**config.mk**
```make
export PLATFORM = sky130hd
export DESIGN_NAME = pipeline_ctrl
export DESIGN_NICKNAME = d
export VERILOG_FILES = /design/src/rtl/riscv_pkg.sv /design/src/rtl/hazard_detect.sv /design/src/rtl/pipeline_ctrl.sv
export SDC_FILE = /design/constraint.sdc
export NUM_CORES = 1
export LEC_CHECK = 0
export CAP_MARGIN = 10
export CORE_MARGIN = 3
export CORE_UTILIZATION = 40
export DETAILED_ROUTE_END_ITERATION = 8
export PLACE_DENSITY_LB_ADDON = 0.2
export SLEW_MARGIN = 20
export SYNTH_ARGS = -nofsm -noshare
export SYNTH_HDL_FRONTEND = slang
export SYNTH_SLANG_ARGS = --single-unit
```
**constraint.sdc**
```tcl
create_clock -name clk -period 6.5 [get_ports clk]
set_clock_uncertainty 0.2 [all_clocks]
set_input_delay 1.3 -clock clk [delete_from_list [all_inputs] [get_ports clk]]
set_output_delay 1.3 -clock clk [all_outputs]
set_load 0.02 [all_outputs]
```
**src/rtl/riscv_pkg.sv**
```systemverilog
// Shared types and constants for the pipeline control slice.
package riscv_pkg;

   localparam int unsigned PERF_CNT_W = 32;

   typedef enum logic [1:0] {
      RUN      = 2'd0,
      MEM_WAIT = 2'd1,
      REDIRECT = 2'd2
   } ctrl_state_t;

endpackage

```
**src/rtl/hazard_detect.sv**
```systemverilog
// Load-use hazard compare between the EX-stage load and the ID-stage sources.
module hazard_detect (
   input  logic       i_ex_mem_read,
   input  logic [4:0] i_ex_rd_addr,
   input  logic [4:0] i_id_rs1_addr,
   input  logic [4:0] i_id_rs2_addr,
   input  logic       i_id_uses_rs1,
   input  logic       i_id_uses_rs2,
   output logic       o_load_use
);

   logic w_rs1_hit;
   logic w_rs2_hit;

   assign w_rs1_hit  = i_id_uses_rs1 & (i_id_rs1_addr == i_ex_rd_addr);
   assign w_rs2_hit  = i_id_uses_rs2 & (i_id_rs2_addr == i_ex_rd_addr);
   // x0 is never a real destination, so a load to it cannot create a hazard.
   assign o_load_use = i_ex_mem_read & (i_ex_rd_addr != 5'd0) & (w_rs1_hit | w_rs2_hit);

endmodule

```
**src/rtl/pipeline_ctrl.sv**
```systemverilog
// Pipeline stall/flush controller: priority mux, redirect/mem-wait FSM and
// saturating performance counters.
module pipeline_ctrl
   import riscv_pkg::*;
#(
   parameter int unsigned CNT_W = PERF_CNT_W
) (
   input  logic              clk,
   input  logic              rst_n,
   input  logic [4:0]        id_rs1_addr_i,
   input  logic [4:0]        id_rs2_addr_i,
   input  logic              id_uses_rs1_i,
   input  logic              id_uses_rs2_i,
   input  logic              ex_mem_read_i,
   input  logic [4:0]        ex_rd_addr_i,
   input  logic              ex_redirect_i,
   input  logic              dmem_req_i,
   input  logic              dmem_ready_i,
   input  logic              cnt_clr_i,
   output logic              pc_stall_o,
   output logic              if_id_stall_o,
   output logic              if_id_flush_o,
   output logic              id_ex_stall_o,
   output logic              id_ex_flush_o,
   output logic              ex_mem_stall_o,
   output ctrl_state_t       state_o,
   output logic [CNT_W-1:0]  stall_cnt_o,
   output logic [CNT_W-1:0]  flush_cnt_o
);

   ctrl_state_t      r_state;
   logic [CNT_W-1:0] r_stall_cnt;
   logic [CNT_W-1:0] r_flush_cnt;

   logic w_mem_wait;
   logic w_load_use;
   logic w_pc_stall;
   logic w_if_id_stall;
   logic w_if_id_flush;
   logic w_id_ex_stall;
   logic w_id_ex_flush;
   logic w_ex_mem_stall;

   assign w_mem_wait = dmem_req_i & ~dmem_ready_i;

   hazard_detect u_hazard_detect (
      .i_ex_mem_read (ex_mem_read_i),
      .i_ex_rd_addr  (ex_rd_addr_i),
      .i_id_rs1_addr (id_rs1_addr_i),
      .i_id_rs2_addr (id_rs2_addr_i),
      .i_id_uses_rs1 (id_uses_rs1_i),
      .i_id_uses_rs2 (id_uses_rs2_i),
      .o_load_use    (w_load_use)
   );

   always_comb begin
      w_pc_stall     = 1'b0;
      w_if_id_stall  = 1'b0;
      w_if_id_flush  = 1'b0;
      w_id_ex_stall  = 1'b0;
      w_id_ex_flush  = 1'b0;
      w_ex_mem_stall = 1'b0;
      if (w_mem_wait) begin
         w_pc_stall     = 1'b1;
         w_if_id_stall  = 1'b1;
         w_id_ex_stall  = 1'b1;
         w_ex_mem_stall = 1'b1;
      end else if (ex_redirect_i) begin
         w_if_id_flush  = 1'b1;
         w_id_ex_flush  = 1'b1;
      end else if (r_state == REDIRECT) begin
         // Squash the wrong-path fetch still in flight from the imem.
         w_if_id_flush  = 1'b1;
      end else if (w_load_use) begin
         w_pc_stall     = 1'b1;
         w_if_id_stall  = 1'b1;
         w_id_ex_flush  = 1'b1;
      end
   end

   always_ff @(posedge clk or negedge rst_n) begin
      if (!rst_n) begin
         r_state <= RUN;
      end else if (w_mem_wait) begin
         r_state <= MEM_WAIT;
      end else if (ex_redirect_i) begin
         r_state <= REDIRECT;
      end else begin
         r_state <= RUN;
      end
   end

   always_ff @(posedge clk or negedge rst_n) begin
      if (!rst_n) begin
         r_stall_cnt <= '0;
         r_flush_cnt <= '0;
      end else begin
         if (cnt_clr_i) begin
            r_stall_cnt <= '0;
         end else if (w_pc_stall && (r_stall_cnt != '1)) begin
            r_stall_cnt <= r_stall_cnt + CNT_W'(1);
         end
         if (cnt_clr_i) begin
            r_flush_cnt <= '0;
         end else if (w_id_ex_flush && (r_flush_cnt != '1)) begin
            r_flush_cnt <= r_flush_cnt + CNT_W'(1);
         end
      end
   end

   assign pc_stall_o     = w_pc_stall;
   assign if_id_stall_o  = w_if_id_stall;
   assign if_id_flush_o  = w_if_id_flush;
   assign id_ex_stall_o  = w_id_ex_stall;
   assign id_ex_flush_o  = w_id_ex_flush;
   assign ex_mem_stall_o = w_ex_mem_stall;
   assign state_o        = r_state;
   assign stall_cnt_o    = r_stall_cnt;
   assign flush_cnt_o    = r_flush_cnt;

endmodule

```
==> results.toml <==
[setup_path]
startpoint_type = "input port"
r2r_slack_ps = 3210
crit_type = "input port to output port"
critPathSlowestCell = "or4_1"
end_kind = "output port"
critPathArrivalTime_ps = 3630
ff2ff_path_depth = 7
cp_max_fo = 26
required_ps = 5000
crit_path_frequent_cell = "clkdlybuf4s50_1"
path_depth = 7
cpPeakStageDelay_ps = 550
path_delay_family = "buffers and inverters"
crit_chain = "clkdlybuf4s50_1, or4_1, o21a_1, a31oi_4, buf_4, inv_1, clkdlybuf4s50_1"
critPathBufInv = 4

[drt]
viasPerCell = 5.32
first_pass_iters = 4
wl_mm = 9.10
drt-initial-drc-count = 86
drc = 0
ant_nets = 0
routedWlPerCell_um = 14.9
route.vias.total = 3241

[timing]
setup_ws_ps = 1370
drv_slew = 0
fmaxAchievable_ghz = 0.195
fin_crit_ps = 5130
slew-limit-headroom = 0.395
rsz0062_at_grt = "false"
tightest_slew_ps = 905
tns_ps = 0
finalHoldWorstSlack_ps = 362
setup_viol = 0
finalHoldViolCount = 0
fin_crit_sh = 0.789

[logic_synthesis]
synth-seq-cells = 66
synth_enable_flop_cells = 0
synth_warnings = 0
synth_top_cell_by_area = "dfrtp_1"
synthFlopType = "dfrtp_1"
synthTopCellsByArea = "dfrtp_1 (44%), xnor2_1 (7.9%), nor2_1 (7.0%)"
yosys.cell_types.count = 46
syn_avg_cell_area_um2 = 9.29
netlist.area_leader.share = 0.438
ys_seq_area_frac = 0.438
syn_inst = 406
synth_nets = 432
syn_area_mm2 = 0.00377
postSynth.asyncResetShare = 1.00

[cts]
cts_tree = "built"
h-tree-depth = 3
postCtsHoldBufs = 0
cts.sinks = 66
worst_skew_pair.late_latency_ps = 340
post_cts_buffers = 0
cts-root-buf = "clkbuf_8"
clk_pin_slew_worst_paths_ps = 70
clock_path_buffers = 2
cts_resized = 0
numCtsBuffers = 9

[global_route]
grt_overflow_total = 0
grt_max_degree = 68
grt_pass1_vias = 3126
track_usage = 0.179
grt_pass1_wl_mm = 15.1
antenna_found_initial = 0

[layout]
fillCellCount = 821
area_growth_pct = 30.9
final_cells = 609
n_antenna_cell = 0
fin_nets = 522
drive_above_1_share = 0.0798

[flow_run]
cap_violations = 0

[min_path]
min_path_cells = 2
hold_path_class = "flip-flop to flip-flop"

[floorplan]
die_w_um = 103
die_y_um = 103
ios = 96
initial_utilization = 0.422
dieArea_mm2 = 0.0106
core_mm2 = 0.00893
num_rows = 34

[placement]
port-buffer-count = 95
dpl.cell_count = 593
gp_congestion = 0.763
hpwl_mm = 6.23
place_ws_ps = 1380

[power]
p_leak_nw = 1.93
vdd_ir_drop_max_mv = 0.0976
p_per_area_mw_per_mm2 = 166
total_power_mw = 0.820

[run_status]
status = "finished, final reports clean"
==> cell usage after synthesis (all sizes together), types with 3 or more instances <==
library cell	number
or4	4
nand4	23
nor2	70
o21ai	7
nand3	29
inv	6
and3	14
or3	6
xnor2	34
dfrtp	66
nor4b	4
buf	12
clkbuf	9
nand2	29
a21oi	9
nor2b	7
nor4	10
and4	4
nor3	13
xor2	28
nand3b	3
or2	3
==> layout make-up <==
| type | count | area (µm²) | area share |
|---|---|---|---|
| Timing Repair Buffer | 100 | 978 | 0.198 |
| Clock buffer | 12 | 165 | 0.0335 |
| Tap cell | 108 | 135 | 0.0274 |
| Clock inverter | 4 | 25.0 | 0.00507 |
| Multi-Input combinational cell | 313 | 1960 | 0.397 |
| Inverter | 6 | 22.5 | 0.00456 |
| Sequential cell | 66 | 1650 | 0.335 |
==> sequential cells by signal, summed over array words and instances (netlist names) <==
| name | count |
|---|---|
| flush_cnt_o | 32 |
| stall_cnt_o | 32 |
| state_o | 2 |
==> worst paths after layout <==
kind                                             from                          end
max                                   ex_rd_addr_i[1]                   pc_stall_o
min                        flush_cnt_o[4]$_DFFE_PN0P_   flush_cnt_o[4]$_DFFE_PN0P_
max reg2reg                flush_cnt_o[0]$_DFFE_PN0P_  flush_cnt_o[30]$_DFFE_PN0P_
min reg2reg                flush_cnt_o[4]$_DFFE_PN0P_   flush_cnt_o[4]$_DFFE_PN0P_
max in group asynchronous                       rst_n  flush_cnt_o[31]$_DFFE_PN0P_
min in group asynchronous                       rst_n   stall_cnt_o[9]$_DFFE_PN0P_
==> per-stage QoR <==
step / cell area (µm²) / util
6_report: 4940 / 0.553
5_1_grt: 4940 / 0.553
4_1_cts: 4940 / 0.553
3_5_place_dp: 4750 / 0.531
3_3_place_gp: 4750 / 0.531
2_1_floorplan: 3770 / -
==> layout by cell type, fill, tap and decap left out, drive strengths merged, types with 4 or more instances in the layout <==
master / n
nor4b: 4
nor2: 70
o21ai: 7
buf: 7
nand2: 29
nor3: 13
clkdlybuf4s50: 93
a21oi: 9
and4: 4
dfrtp: 66
or4: 4
nand4: 23
xnor2: 34
inv: 6
nor2b: 7
nand3: 29
and3: 14
nor4: 10
clkbuf: 12
or3: 6
xor2: 28
==> tightest hold or removal path, cell delays in order (launching register included) <==
cell,delay [ps]
dfrtp_1,370
xor2_1,70
nor2_1,80
==> power by group <==
group / internal, mW / switching, mW
clock: 0.168 / 0.161
sequential: 0.413 / 0.00369
combinational: 0.0315 / 0.0419
==> logic make-up after synthesis <==
logic type               count (synthesis)  synth area share
AND/OR/NAND/NOR                        223             0.315
buffers and inverters                   27            0.0425
XOR/XNOR                                62             0.144
multiplexers                             2           0.00597
adder cells (fa/ha/maj)                  2           0.00663
AO/OA/AOI/OAI                           24            0.0481
flip-flops                              66             0.438
==> per-layer routing <==
layer,track usage,share of wire
met1,0.225,0.44
met2,0.290,0.49
met3,0.0541,0.059
met4,0.0687,0.018
met5,0,0
(Power assumes the default switching activity.)
